$ cat src/rtl/div_unit.sv
// Multicycle signed restoring divider: quotient to lo, remainder to hi (MIPS DIV semantics).
// Responder side of the div/dloadab/divzero handshake with the control unit.
module div_unit #(
    parameter int WIDTH = 32,
    parameter int CNT_W = 6
) (
    input  logic             clk,
    input  logic             reset,
    input  logic             dloadab,
    input  logic             div,
    input  logic [WIDTH-1:0] a,
    input  logic [WIDTH-1:0] b,
    output logic [WIDTH-1:0] hi,
    output logic [WIDTH-1:0] lo,
    output logic             busy,
    output logic             done,
    output logic             divzero
);

    typedef enum logic [1:0] {IDLE, CALC, FIX} state_t;

    state_t             state_q, state_d;
    logic [WIDTH-1:0]   opa_q, opa_d, opb_q, opb_d;
    logic [WIDTH-1:0]   quo_q, quo_d, rem_q, rem_d, dvs_q, dvs_d;
    logic [WIDTH-1:0]   hi_q, hi_d, lo_q, lo_d;
    logic [CNT_W-1:0]   cnt_q, cnt_d;
    logic               qneg_q, qneg_d, rneg_q, rneg_d;
    logic               done_q, done_d, dz_q, dz_d;

    logic [WIDTH-1:0]   eff_a, eff_b;
    logic [WIDTH:0]     shifted;
    logic [WIDTH-1:0]   sub;
    logic               ge;

    // Loading and starting in the same cycle divides the live operands.
    assign eff_a   = dloadab ? a : opa_q;
    assign eff_b   = dloadab ? b : opb_q;
    // 33-bit partial remainder so |A| = 2^31 needs no special case.
    assign shifted = {rem_q, quo_q[WIDTH-1]};
    assign ge      = shifted >= {1'b0, dvs_q};
    assign sub     = shifted[WIDTH-1:0] - dvs_q;

    always_comb begin
        state_d = state_q;
        case (state_q)
            IDLE: if (div && (eff_b != '0)) state_d = CALC;
            CALC: if (cnt_q == CNT_W'(WIDTH - 1)) state_d = FIX;
            FIX:  state_d = IDLE;
            default: state_d = IDLE;
        endcase
    end

    always_comb begin
        opa_d  = opa_q;
        opb_d  = opb_q;
        quo_d  = quo_q;
        rem_d  = rem_q;
        dvs_d  = dvs_q;
        cnt_d  = cnt_q;
        qneg_d = qneg_q;
        rneg_d = rneg_q;
        hi_d   = hi_q;
        lo_d   = lo_q;
        done_d = 1'b0;
        dz_d   = 1'b0;
        case (state_q)
            IDLE: begin
                if (dloadab) begin
                    opa_d = a;
                    opb_d = b;
                end
                if (div) begin
                    if (eff_b == '0) begin
                        dz_d = 1'b1;
                    end else begin
                        qneg_d = eff_a[WIDTH-1] ^ eff_b[WIDTH-1];
                        rneg_d = eff_a[WIDTH-1];
                        quo_d  = eff_a[WIDTH-1] ? -eff_a : eff_a;
                        dvs_d  = eff_b[WIDTH-1] ? -eff_b : eff_b;
                        rem_d  = '0;
                        cnt_d  = '0;
                    end
                end
            end
            CALC: begin
                rem_d = ge ? sub : shifted[WIDTH-1:0];
                quo_d = {quo_q[WIDTH-2:0], ge};
                cnt_d = cnt_q + CNT_W'(1);
            end
            FIX: begin
                lo_d   = qneg_q ? -quo_q : quo_q;
                hi_d   = rneg_q ? -rem_q : rem_q;
                done_d = 1'b1;
            end
            default: ;
        endcase
    end

    always_ff @(posedge clk or posedge reset) begin
        if (reset) begin
            state_q <= IDLE;
            opa_q   <= '0;
            opb_q   <= '0;
            quo_q   <= '0;
            rem_q   <= '0;
            dvs_q   <= '0;
            cnt_q   <= '0;
            qneg_q  <= 1'b0;
            rneg_q  <= 1'b0;
            hi_q    <= '0;
            lo_q    <= '0;
            done_q  <= 1'b0;
            dz_q    <= 1'b0;
        end else begin
            state_q <= state_d;
            opa_q   <= opa_d;
            opb_q   <= opb_d;
            quo_q   <= quo_d;
            rem_q   <= rem_d;
            dvs_q   <= dvs_d;
            cnt_q   <= cnt_d;
            qneg_q  <= qneg_d;
            rneg_q  <= rneg_d;
            hi_q    <= hi_d;
            lo_q    <= lo_d;
            done_q  <= done_d;
            dz_q    <= dz_d;
        end
    end

    assign busy    = (state_q != IDLE);
    assign done    = done_q;
    assign divzero = dz_q;
    assign hi      = hi_q;
    assign lo      = lo_q;

endmodule
$ cat config.mk
export PLATFORM = sky130hd
export DESIGN_NAME = div_unit
export DESIGN_NICKNAME = d
export VERILOG_FILES = /design/src/rtl/div_unit.sv
export SDC_FILE = /design/constraint.sdc
export NUM_CORES = 1
export LEC_CHECK = 0
export CORE_MARGIN = 2
export CORE_UTILIZATION = 63
export CTS_CLUSTER_DIAMETER = 200
export DETAILED_ROUTE_END_ITERATION = 8
export PLACE_DENSITY = 0.86
export RECOVER_POWER = 100
export REMOVE_ABC_BUFFERS = 1
export SLEW_MARGIN = 20
export SYNTH_ARGS = -nofsm -noshare
export SYNTH_HDL_FRONTEND = slang
export SYNTH_SLANG_ARGS = --single-unit
$ cat constraint.sdc
create_clock -name clk -period 26.8 [get_ports clk]
set_input_delay 8.04 -clock clk [delete_from_list [all_inputs] [get_ports clk]]
set_output_delay 8.04 -clock clk [all_outputs]
set_load 0.01 [all_outputs]
# Word-level counts from Yosys, hierarchy flattened

Index checks and enable logic that the tools add are counted.

Add/subtract/negate cells: 6
Order comparisons: 1
Equality and inequality tests: 7
Mux-type cells: 23
Bitwise gates (word level): 2
Reduce and logical (&&, ||, !) cells: 9

Operators with widths:

| cell                  | count |
|---|---|
| $mux W32              | 11 |
| $neg A32 Y32          | 4 |
| $pmux W32 S2          | 2 |
| $ge A33 B32 Y1        | 1 |
| $logic_not A32 Y1     | 1 |
| $reduce_bool A32 Y1   | 1 |
| $sub A32 B32 Y32      | 1 |
| $mux W6               | 2 |
| $pmux W6 S2           | 1 |
| $ne A2 B2 Y1 const B  | 4 |
| $add A6 B1 Y6 const B | 1 |
| $eq A6 B5 Y1 const B  | 1 |
| $reduce_and A3 Y1     | 2 |
| $mux W1               | 4 |
| $mux W2               | 2 |
| $pmux W2 S2           | 1 |
| $reduce_bool A2 Y1    | 2 |
| $eq A2 B1 Y1 const B  | 1 |
| $eq A2 B2 Y1 const B  | 1 |
| $logic_not A2 Y1      | 1 |
| $reduce_and A2 Y1     | 1 |
| $logic_and A1 B1 Y1   | 1 |
| $not A1 Y1            | 1 |
| $xor A1 B1 Y1         | 1 |

Bits in registers: 236
Bits of input ports: 68
Output and inout bits: 67
Logic and storage cells: 61

# Depth between registers and ports, before layout

Depth in word-level cells: 6
Mapped depth: 20
Depth with buffers taken out: 13

# Worst setup path before layout

No wires, ideal clock.

Path kind: input-to-reg
Start point: in dloadab
End point: reg quo_q[3]
Library setup time: 0.125 ns
Data arrival time: 11.469 ns
Required time: 26.675 ns
Setup slack: 15.206 ns
Cell stages on the path: 19
Buffers on the path: 10
Cell sequence: buf_6 > buf_8 > buf_8 > buf_2 > buf_2 > buf_2 > buf_2 > mux2i_1 > ha_1 > o221ai_1 > nor4_4 > and3_1 > buf_4 > nand3_2 > and3b_1 > buf_4 > buf_6 > o32ai_1 > nor2_1

Longest elaborated chain between the ends: 6
Elaborated cells on any way between the ends: 10
Those cells by class: add/sub: 1; eq/ne: 1; mux: 6; reduce/logical: 2

RTL lines:

| element              | RTL line | source |
|---|---|---|
| from (decl)          | 9        | `input logic dloadab,` |
| $mux W32             | -        |  |
| $neg A32 Y32         | 78       | `quo_d = eff_a[WIDTH-1] ? -eff_a : eff_a;` |
| $mux W32             | 78       |  |
| $mux W32             | 73       | `if (eff_b == '0) begin` |
| $mux W32             | 72       | `if (div) begin` |
| $pmux W32 S2         | 66       | `case (state_q)` |
| to (signal assigned) | 118      | `quo_q <= quo_d;` |
| to (decl)            | 24       | `logic [WIDTH-1:0] quo_q, quo_d, rem_q, rem_d, dvs_q, dvs_d;` |

Parallel ways exist; a longest one is shown, timed or not. The select of a mux whose other input is x is not followed.
A chain may end at the register's enable or synchronous reset.

# Worst setup path in the final report

Start point: in dloadab
End point: reg quo_q[15]

The elaborated chain is that of the path after synthesis.

==> out/summary.txt <==
PD cells - 121 nW/um^2
area growth from synthesis to final layout - 14.3%
CP most frequent cell - clkbuf_1
die width - 156 um
RSZ-0062 raised after global routing - false
hpwl dp - 25,200 um
grt ovf - 0
Final Hold Fails - 0
crit path DAT - 16.87 ns
critical path peak fanout - 69
# clock sinks - 236
final wirelength - 36,400 um
Post-CTS Resized - 0
final setup margin - 10.38 ns
Via Count - 12,300
Worst Tran Pin Value - 4.78 ns
Die ar. - 24,400 sq um
Max-Cap Viols - 10
TritonCTS Buffers - 26
first-pass GRT wire length - 59,900 um
fin crit period - 16.42 ns
# nets final - 1,772
most frequent cells in the layout - dfrtp_1 (236), nand2_1 (209), o21ai_0 (204)
Post-synth EDFFs - 0
Clock Path Buffers - 3
synthesized area - 14,600 sq um
final cycle utilization of the critical path - 0.613
Total Routing Usage GR - 0.301
Main synth FF type - dfrtp_1
worst skew pair latency - 0.54 ns
Core Area - 22,700 sq um
filler instances - 1,672
DP Worst Slack - 14.88 ns
post-CTS setup buffers - 0
fraction of registers with async set/reset - 1.00
area leader, netlist - dfrtp_1
Buffers on Ports - 134
Max Clock Skew - 0.0156 ns
wire length per cell - 18.5 um
outcome - finished with violations
setup_tns - 0 ns
FP Rows - 55
remaining antenna violation count - 0
Post-Syn Instances - 1,584
CP bufs+invs - 3
largest cells by area after synthesis - dfrtp_1 (40%), o21ai_0 (6.5%), mux2i_1 (5.5%)
Setup crit end kind - register
fmax - 60.9 MHz
HP Class - register to register
failing checks - max-capacitance violations, max-slew violations
DRC Markers - 0
vias in the first global route - 12,200
Die H - 156 um
Setup crit start kind - input port
antenna fix cells - 0
initial antenna violation count - 1
critical path's slowest cell - clkbuf_1
pin count of the biggest net entering global routing - 109
Worst EP required - 27.25 ns
fraction of layout cells with a size suffix above 1 - 0.0701
most common cell after layout, fill and taps aside - dfrtp_1
clk slew on worst S/H paths - 0.06 ns
share of the core filled with cells - 0.734
DRT iter0 DRCs - 860
area fraction of the dominant cell type after synthesis - 0.405
hold_ws - 0.466 ns
Pwr Total - 2.02 mW
Max-slew headroom - -2.20
Top delay family on crit path - buffers and inverters
Slew Limit Fails - 606
Placer Congestion - 0.910
number of synthesized register bits - 236
Ys Warns - 0
Vias/cell - 6.23
First-pass DRT Iterations - 5
# setup viols final - 0
Lkg Pwr - 7.21 nW
starting density of the core - 0.642
mean area per synthesized cell - 9.21 sq um
worst-path cell chain - clkbuf_1 -> clkbuf_1 -> mux2i_1 -> o2111a_1 -> and2_0 -> nand3_1 -> nand3_1 -> clkbuf_1 -> o22ai_1 -> o21ai_0
CTS hold repair buffers - 0
Max rail drop VDD - 63.4 uV
register area share after synthesis - 0.405
CTS tree - done
Ports - 135
CP max stage delay - 2.44 ns
root buffer cell - clkbuf_16
distinct cell type count of the synthesized netlist - 87
CP Class - input port to register
H-tree lvl count - 1
==> metal layers <==
metal | share of wire | routed length [um] | global-route usage
met5 | 0.00036 | 13 | 0
met1 | 0.43 | 15500 | 0.410
met4 | 0.042 | 1540 | 0.131
met2 | 0.47 | 17000 | 0.488
met3 | 0.063 | 2310 | 0.0386
==> final timing paths <==
kind                           from   endpoint  slack [ns]  cells after the start
max                         dloadab  quo_q[15]       10.38                     10
min reg2reg                  hi[15]     hi[15]        0.47                      2
min in group asynchronous     reset   opa_q[6]        9.44                      2
max reg2reg                opb_q[1]  quo_q[15]       21.84                     10
min                          hi[15]     hi[15]        0.47                      2
max in group asynchronous     reset     hi[19]       12.65                      3
==> cells by family after synthesis <==
group                      synth area share
AOI/OAI and AO/OA                     0.185
muxes                                0.0931
buffers and inverters                0.0442
xor gates and xnor gates             0.0877
and+or+nand+nor                       0.152
DFF                                   0.405
adders and majority gates            0.0331
==> state kept, by name (all words and copies together), names as in the netlist, 2 cells and up <==
register  cells
opa_q        32
lo           32
opb_q        32
state_q       2
dvs_q        32
quo_q        32
rem_q        32
hi           32
cnt_q         6
==> area by class of cell <==
type                       count  area [sq um]  area share
clock buffer                  39           771      0.0462
clock inverter                 7           110     0.00661
inverter                      45           170      0.0102
multi-input combinational   1209          7940       0.476
sequential                   236          5910       0.354
tap                          285           357      0.0214
timing repair buffer         148          1410      0.0848
==> Yosys cell counts, types with 5 or more instances <==
master	instances
buf_2	20
inv_1	43
a31oi_1	14
nor2_1	81
clkbuf_1	61
xnor2_1	55
o22ai_1	14
nand2_1	209
nand2b_1	18
nor3_1	33
nand3_1	25
o21a_1	6
o31ai_1	16
or4_1	8
ha_1	37
a211oi_1	5
or3_1	9
and3_1	11
xor2_1	91
buf_6	7
mux2i_1	80
a21o_1	23
a31o_2	5
nor3b_1	10
nor2b_1	7
a21oi_1	71
dfrtp_1	236
o41ai_1	9
mux2_2	44
o21ai_0	188
o32ai_1	14
nand4_1	8
o21ai_1	30
==> worst reg2reg max path: cells and delay by family, from the launching register on <==
| family | cells | cell delay [ns] |
|---|---|---|
| AO/OA/AOI/OAI | 3 | 0.81 |
| adder cells (fa/ha/maj) | 1 | 0.27 |
| buffers and inverters | 1 | 1.32 |
| flip-flops | 1 | 0.39 |
| multiplexers | 1 | 0.22 |
| AND/OR/NAND/NOR | 4 | 1.89 |
==> where the power goes <==
part | internal [mW] | leakage [nW] | switching, mW
sequential | 0.501 | 2.77 | 0.151
combinational | 0.452 | 4.00 | 0.544
clock | 0.226 | 0.435 | 0.143
==> per-stage QoR <==
stage               instances  instance area [sq um]
floorplan                1490                  14100
global placement         1923                  16000
detailed placement       1923                  16000
CTS                      1969                  16800
global route             1969                  16700
finish                   1969                  16700
(Power assumes the default switching activity.)
